==> config.mk <==
export PLATFORM = sky130hd
export DESIGN_NAME = fetch_dispatch_ctrl_flat
export DESIGN_NICKNAME = d
export VERILOG_FILES = /design/src/rtl/cpu_pkg.sv /design/src/rtl/fetch_dispatch_ctrl_if.sv /design/src/rtl/exec_watchdog.sv /design/src/rtl/fetch_dispatch_ctrl.sv /design/src/flat_wrapper.sv
export SDC_FILE = /design/constraint.sdc
export NUM_CORES = 1
export LEC_CHECK = 0
export ABC_AREA = 1
export BUFFER_PORTS_ARGS = -buffer_cell sky130_fd_sc_hd__buf_2
export CAP_MARGIN = 10
export CORE_MARGIN = 3
export CORE_UTILIZATION = 29
export CTS_CLUSTER_SIZE = 20
export DETAILED_ROUTE_END_ITERATION = 8
export GPL_TIMING_DRIVEN = 1
export PLACE_DENSITY_LB_ADDON = 0.3
export SLEW_MARGIN = 40
export SYNTH_ARGS = -nofsm -noshare
export SYNTH_HDL_FRONTEND = slang
export SYNTH_SLANG_ARGS = --single-unit
==> constraint.sdc <==
create_clock -name clk -period 2.1 [get_ports clk]
set_clock_uncertainty 0.2 [all_clocks]
set_input_delay 0.21 -clock clk [delete_from_list [all_inputs] [get_ports clk]]
set_output_delay 0.21 -clock clk [all_outputs]
set_load 0.03 [all_outputs]
==> src/rtl/cpu_pkg.sv <==
// rtl/cpu_pkg.sv - opcode constants, controller state encoding and width defaults shared by the CPU blocks
package cpu_pkg;

    localparam int IW_DEF = 16;
    localparam int AW_DEF = 8;

    localparam logic [3:0] OP_NOP  = 4'h0;
    localparam logic [3:0] OP_MOV  = 4'h4;
    localparam logic [3:0] OP_HALT = 4'hF;

    typedef enum logic [2:0] {
        S_IDLE   = 3'd0,
        S_FETCH  = 3'd1,
        S_WAIT   = 3'd2,
        S_EXEC   = 3'd3,
        S_BUBBLE = 3'd4,
        S_HALT   = 3'd5
    } ctrl_state_t;

endpackage

==> src/rtl/fetch_dispatch_ctrl_if.sv <==
// rtl/fetch_dispatch_ctrl_if.sv - program ROM, instruction bus and status signals of the fetch/dispatch controller
interface fetch_dispatch_ctrl_if #(
    parameter int IW = cpu_pkg::IW_DEF,
    parameter int AW = cpu_pkg::AW_DEF
);
    logic          run;
    logic [AW-1:0] pc;
    logic [AW-1:0] mem_addr;
    logic          mem_rd;
    logic [IW-1:0] mem_rdata;
    logic [IW-1:0] instruction;
    logic          done_in;
    logic          pc_skip;
    logic          busy;
    logic          halted;
    logic          illegal;

    modport master (
        input  run, pc, mem_rdata, done_in,
        output mem_addr, mem_rd, instruction, pc_skip, busy, halted, illegal
    );

    modport slave (
        output run, pc, mem_rdata, done_in,
        input  mem_addr, mem_rd, instruction, pc_skip, busy, halted, illegal
    );
endinterface

==> src/rtl/exec_watchdog.sv <==
// rtl/exec_watchdog.sv - EXEC timeout counter; expire flags the cycle where TIMEOUT enabled cycles have elapsed
module exec_watchdog #(
    parameter int TIMEOUT = 16
) (
    input  logic clk,
    input  logic rst,
    input  logic clear,
    input  logic enable,
    output logic expire
);
    localparam int CW = (TIMEOUT > 2) ? $clog2(TIMEOUT) : 1;

    logic [CW-1:0] count;

    always_ff @(posedge clk or negedge rst) begin
        if (!rst) begin
            count <= '0;
        end else if (clear) begin
            count <= '0;
        end else if (enable) begin
            count <= count + 1'b1;
        end
    end

    assign expire = enable && (count == CW'(TIMEOUT - 1));
endmodule

==> src/rtl/fetch_dispatch_ctrl.sv <==
// rtl/fetch_dispatch_ctrl.sv - fetches, dispatches and bubbles instructions for the execution FSMs
// ILLEGAL_TRAP_EN adds an EXEC timeout that sets the sticky illegal flag and skips the instruction.
module fetch_dispatch_ctrl
    import cpu_pkg::*;
#(
    parameter int         IW      = IW_DEF,
    parameter int         AW      = AW_DEF,
    parameter int         TIMEOUT = 16,
    parameter logic [3:0] HALT_OP = OP_HALT,
    parameter logic [3:0] NOP_OP  = OP_NOP
) (
    input logic                 clk,
    input logic                 rst,
    fetch_dispatch_ctrl_if.master bus
);
    ctrl_state_t   state;
    logic [IW-1:0] ir;
    logic [AW-1:0] addr_q;
    logic          rd_q;
    logic          skip_q;
    logic          busy_q;
    logic          halted_q;
    logic [3:0]    rd_op;

    if (TIMEOUT < 2) begin : g_timeout_check
        $error("fetch_dispatch_ctrl: TIMEOUT must be at least 2");
    end

    // Opcode is decoded straight from ROM data so the branch lands on the same edge that loads IR.
    assign rd_op = bus.mem_rdata[IW-1 -: 4];

`ifdef ILLEGAL_TRAP_EN
    logic trap;
    logic illegal_q;

    exec_watchdog #(
        .TIMEOUT (TIMEOUT)
    ) u_watchdog (
        .clk    (clk),
        .rst    (rst),
        .clear  (state == S_WAIT),
        .enable ((state == S_EXEC) && !bus.done_in),
        .expire (trap)
    );

    assign bus.illegal = illegal_q;
`else
    assign bus.illegal = 1'b0;
`endif

    always_ff @(posedge clk or negedge rst) begin
        if (!rst) begin
            state    <= S_IDLE;
            ir       <= '0;
            addr_q   <= '0;
            rd_q     <= 1'b0;
            skip_q   <= 1'b0;
            busy_q   <= 1'b0;
            halted_q <= 1'b0;
`ifdef ILLEGAL_TRAP_EN
            illegal_q <= 1'b0;
`endif
        end else begin
            rd_q   <= 1'b0;
            skip_q <= 1'b0;
            case (state)
                S_IDLE: begin
                    if (bus.run) begin
                        state  <= S_FETCH;
                        addr_q <= bus.pc;
                        rd_q   <= 1'b1;
                        busy_q <= 1'b1;
                    end
                end
                S_FETCH: begin
                    state <= S_WAIT;
                end
                S_WAIT: begin
                    if (rd_op == HALT_OP) begin
                        state    <= S_HALT;
                        busy_q   <= 1'b0;
                        halted_q <= 1'b1;
                    end else if (rd_op == NOP_OP) begin
                        state  <= S_BUBBLE;
                        skip_q <= 1'b1;
                    end else begin
                        state <= S_EXEC;
                        ir    <= bus.mem_rdata;
                    end
                end
                S_EXEC: begin
                    // The executing FSM advances the PC itself, so normal completion never pulses pc_skip.
                    if (bus.done_in) begin
                        state <= S_BUBBLE;
                        ir    <= '0;
                    end
`ifdef ILLEGAL_TRAP_EN
                    else if (trap) begin
                        state     <= S_BUBBLE;
                        ir        <= '0;
                        skip_q    <= 1'b1;
                        illegal_q <= 1'b1;
                    end
`endif
                end
                S_BUBBLE: begin
                    if (bus.run) begin
                        state  <= S_FETCH;
                        addr_q <= bus.pc;
                        rd_q   <= 1'b1;
                    end else begin
                        state  <= S_IDLE;
                        busy_q <= 1'b0;
                    end
                end
                S_HALT: begin
                    state <= S_HALT;
                end
                default: begin
                    state  <= S_IDLE;
                    ir     <= '0;
                    busy_q <= 1'b0;
                end
            endcase
        end
    end

    assign bus.mem_addr    = addr_q;
    assign bus.mem_rd      = rd_q;
    assign bus.instruction = ir;
    assign bus.pc_skip     = skip_q;
    assign bus.busy        = busy_q;
    assign bus.halted      = halted_q;
endmodule

==> src/flat_wrapper.sv <==
// flat-port wrapper written by rule: the top's interface ports become plain ports
module fetch_dispatch_ctrl_flat import cpu_pkg::*;
#(
    parameter int         IW      = IW_DEF,
    parameter int         AW      = AW_DEF,
    parameter int         TIMEOUT = 16,
    parameter logic [3:0] HALT_OP = OP_HALT,
    parameter logic [3:0] NOP_OP  = OP_NOP
)
  (clk, rst, bus_run, bus_pc, bus_mem_rdata, bus_done_in, bus_mem_addr, bus_mem_rd, bus_instruction, bus_pc_skip, bus_busy, bus_halted, bus_illegal);
  fetch_dispatch_ctrl_if #(.IW(IW), .AW(AW)) bus_i ();
  input logic clk;
  input logic rst;
  input wire logic [$bits(bus_i.run)-1:0] bus_run;
  input wire logic [$bits(bus_i.pc)-1:0] bus_pc;
  input wire logic [$bits(bus_i.mem_rdata)-1:0] bus_mem_rdata;
  input wire logic [$bits(bus_i.done_in)-1:0] bus_done_in;
  output wire logic [$bits(bus_i.mem_addr)-1:0] bus_mem_addr;
  output wire logic [$bits(bus_i.mem_rd)-1:0] bus_mem_rd;
  output wire logic [$bits(bus_i.instruction)-1:0] bus_instruction;
  output wire logic [$bits(bus_i.pc_skip)-1:0] bus_pc_skip;
  output wire logic [$bits(bus_i.busy)-1:0] bus_busy;
  output wire logic [$bits(bus_i.halted)-1:0] bus_halted;
  output wire logic [$bits(bus_i.illegal)-1:0] bus_illegal;
  assign bus_i.run = bus_run;
  assign bus_i.pc = bus_pc;
  assign bus_i.mem_rdata = bus_mem_rdata;
  assign bus_i.done_in = bus_done_in;
  assign bus_mem_addr = bus_i.mem_addr;
  assign bus_mem_rd = bus_i.mem_rd;
  assign bus_instruction = bus_i.instruction;
  assign bus_pc_skip = bus_i.pc_skip;
  assign bus_busy = bus_i.busy;
  assign bus_halted = bus_i.halted;
  assign bus_illegal = bus_i.illegal;
  fetch_dispatch_ctrl #(.IW(IW), .AW(AW), .TIMEOUT(TIMEOUT), .HALT_OP(HALT_OP), .NOP_OP(NOP_OP)) u_core (.clk(clk), .rst(rst), .bus(bus_i));
endmodule
After elaboration in Yosys (flattened, before gate mapping). Index checks and enable logic that the tools add are counted.

Bits in registers: 31. Bits of input ports: 28. Output and inout port bits: 29. Logic and storage cells: 50.

Equality and inequality tests: 12. Mux-type cells: 19. Bitwise gates (word level): 2. Reduce and logical (&&, ||, !) cells: 10.

Operator list (count): $mux 16 (3); $pmux 16 s3 (1); $pmux 3 s6 (1); $mux 3 (4); $ne 2x2->1 const B (5); $mux 1 (9); $reduce_and 4->1 (2); $eq 3x2->1 const B (2); $eq 3x3->1 const B (2); $reduce_and 2->1 (3); $eq 4x4->1 const B (1); $logic_not 4->1 (1); $pmux 1 s4 (1); $reduce_or 4->1 (1); $eq 3x1->1 const B (1); $logic_not 3->1 (1); $reduce_or 3->1 (1); $ne 2x1->1 const B (1); $not 1->1 (2); $reduce_or 2->1 (1).

Longest topological paths before layout.
Word-level depth: 4. Depth in mapped cells: 9. Gate-level depth less buffers: 7.

Least setup slack after synthesis. No wires, ideal clock.

Path type: reg2reg. From: register u_core.state[0]. To: register u_core.ir[10] (netlist: u_core.bus.instruction[10]). Setup time: 118 ps. Data arrival time: 1224 ps. Data required time: 1782 ps. Setup slack: 559 ps. Stages on the path, launching flop included: 9. Cells stage by stage: dfrtp_1 buf_2 inv_2 nand3_2 inv_2 nand2_2 buf_2 nand3b_1 nand2_1.

Cells in the longest elaborated chain, start to end: 4. Elaborated cells between the ends (all ways): 13. Classes of those cells: 8 x eq/ne; 1 x mux; 1 x bitwise; 3 x reduce/logical.

RTL lines: from (decl) (line fetch_dispatch_ctrl.sv:16) `ctrl_state_t state;`; from (signal assigned) (line fetch_dispatch_ctrl.sv:53) `state <= S_IDLE;`; from (signal assigned) (line fetch_dispatch_ctrl.sv:69) `state <= S_FETCH;`; from (signal assigned) (line fetch_dispatch_ctrl.sv:76) `state <= S_WAIT;`; $eq 3x1->1 (tied with other cells) (line fetch_dispatch_ctrl.sv:66) `case (state)`; $reduce_or 4->1 (no source line); $not 1->1 (no source line); $reduce_and 4->1 (no source line); to (signal assigned) (line fetch_dispatch_ctrl.sv:88) `ir <= bus.mem_rdata;`; to (decl) (line fetch_dispatch_ctrl.sv:17) `logic [IW-1:0] ir;`.

Parallel ways exist; a longest one is shown, timed or not. A chain may end at the register's enable or synchronous reset.

Worst setup path after layout.
From: register u_core.state[0]. To: register u_core.ir[15] (netlist: u_core.bus.instruction[15]).

Same word-level chain as after synthesis.

==> metrics.md <==
| Metric | Value |
|---|---|
| Non-filler instance count after layout | 313 |
| Outcome | finished, final reports clean |
| Fmax achieved | 574.5 MHz |
| Clock transition at path regs | 0.07 ns |
| CTS Buf Count | 5 |
| Mean Syn Cell Area | 8.245 sq um |
| Fin util | 41.74% |
| # hold bufs at CTS | 9 |
| Final hold vios | 0 |
| Drt first pass iters | 4 |
| Final Total Pwr | 3.143 mW |
| GRT Residual Overflow | 0 |
| Gpl congestion | 0.8451 |
| Fin crit period | 1.741 ns |
| Filler cells | 533 |
| Hold path start | bus_mem_rdata[11] |
| IO buf count | 55 |
| Die Wd | 77.14 um |
| Commonest non-fill, non-tap cells in the layout | 82 x nand2_1, 55 x buf_2, 31 x dfrtp_1 |
| Syn. warnings | 0 |
| Register area | 775.7 sq um |
| Number of synthesized register bits | 31 |
| Area share of the largest cell type after synthesis | 52.86% |
| Max_cap viols | 0 |
| Commonest non-fill, non-tap cell in the layout | nand2_1 |
| Post_cts resized | 0 |
| Final net count | 273 |
| Required time worst endpoint | 2.08 ns |
| Starting DRT DRC Count | 103 |
| Core ar. | 0.004817 sq mm |
| Placed Cells | 296 |
| I/O pins | 57 |
| Post-Syn Area | 0.001468 sq mm |
| Dpl hpwl | 2521 um |
| Worst setup startpoint | u_core.state[0]$_DFFE_PN0P_ |
| Clk sinks | 31 |
| RSZ-0062 raised after global routing | no |
| Post-Syn Instances | 178 |
| Sequential fraction of the synthesis area | 52.86% |
| Reg2Reg Launch Point | u_core.state[0]$_DFFE_PN0P_ |
| R2R setup slack | 0.36 ns |
| HP Class | primary input to flop |
| Share of cells above drive strength 1 | 30.08% |
| Peak supply drop | 0.3703 mV |
| Setup WS pre-CTS | 0.3788 ns |
| Vias in the first global route | 1259 |
| Clk buf depth | 2 |
| Fin area | 0.002011 sq mm |
| Pwr Density | 1563 mW/mm^2 |
| Synth cell types | 21 |
| Max H-tree Level | 2 |
| Setup violators final | 0 |
| Area post-placement | 0.001803 sq mm |
| Worst setup EP type | flop |
| DRT Wirelength | 3560 um |
| CTS tree | yes |
| Diode count | 0 |
| Die height | 77.14 um |
| Wire per inst | 11.37 um |
| Syn nets | 206 |
| Clk_lat worst skew | 0.28 ns |
| Cell taking the most area after synthesis | dfrtp_1 |
| Max_slew headroom | 54.92% |
| Post-Route Setup TNS | 0 ns |
| Crit path kind | flop to flop |
| Initial Utilization | 30.47% |
| Largest fanout on the critical path | 18 |
| Total Die Area | 0.005951 sq mm |
| Area grow syn2layout | 37.00% |
| Synth area leaders | dfrtp_1 53%, nand2_1 21%, nand3b_1 7.2% |
| Largest net degree at the start of global routing | 32 |
| Multi-input gate area | 600.6 sq um |
| Row count | 25 |
| Residual DRC | 0 |
| Leak pwr | 1.143 nW |
| First-pass GRT wire length | 5851 um |
| Fin Hold WS | 0.04313 ns |
| Period utilization | 82.89% |
| Final Max Tran Viols | 0 |
| Initial antenna violation count | 0 |
| Detailed-route via count | 1350 |
| Routed Antenna Nets | 0 |
| GRT Overall Usage | 12.43% |
| Worst Tran Pin Value | 0.6762 ns |
| WP data arrival | 1.72 ns |
| Root Driver | clkbuf_8 |
| Setup crit start kind | flop |
| Slack of the critical path | 0.3592 ns |
| Vias per cell | 4.313 |
| Post CTS Setup Buffer Count | 0 |
logic make-up after synthesis:
logic type / Yosys count / synth area share, %
simple gates: 120 / 37.17
flops: 31 / 52.86
buf+inv: 20 / 6.224
compound gates: 6 / 3.495
other cells: 1 / 0.2555
cell usage after synthesis (all sizes together):
master	count
buf	6
inv	14
nand4	3
nand3b	14
dfrtp	31
o21bai	1
nand2	84
nor2	9
a21oi	1
o21ai	2
conb	1
a31oi	1
o211ai	1
nand3	10
power by group:
part           switching, mW  internal, mW  leakage (nW)
Combinational           1.07         0.455         0.675
Clock                  0.220         0.383        0.0612
Sequential             0.161         0.854         0.406
state kept, by name (all words and copies together) (netlist names):
name / flops
u_core.bus.pc_skip: 1
u_core.state: 3
u_core.bus.busy: 1
u_core.bus.instruction: 16
u_core.bus.mem_addr: 8
u_core.bus.halted: 1
u_core.bus.mem_rd: 1
metal layers:
metal	global-route usage [%]	wire, um	part of all wire, %
met1	16.36	1685	47
met2	18.48	1539	43
met3	3.638	240	6.7
met4	6.228	94	2.6
met5	0	0	0
final timing paths:
check / cells past startpoint / endpoint
hold reg to reg: 2 / u_core.bus.instruction[11]$_DFFE_PN0P_
setup reg to reg: 7 / u_core.bus.instruction[15]$_DFFE_PN0P_
max in group asynchronous: 2 / u_core.state[0]$_DFFE_PN0P_
hold / removal: 4 / u_core.bus.instruction[11]$_DFFE_PN0P_
min in group asynchronous: 2 / u_core.bus.mem_addr[3]$_DFFE_PN0P_
setup / recovery: 7 / u_core.bus.instruction[15]$_DFFE_PN0P_
critical path, stage by stage, from the launching register on:
cell	delay (ns)
dfrtp_1	0.52
inv_2	0.08
nand3_2	0.13
inv_2	0.05
nand2_2	0.29
nand2_4	0.20
nand2_1	0.11
nand2_1	0.05
cell type report:
cell class | instances | share of cell area, %
sequential | 31 | 38.58
multi-input combinational | 127 | 29.87
timing repair buffer | 66 | 18.92
tap | 67 | 4.169
clock buffer | 6 | 4.107
inverter | 14 | 2.614
clock inverter | 2 | 1.742
Power figures use the tool's default switching activity.
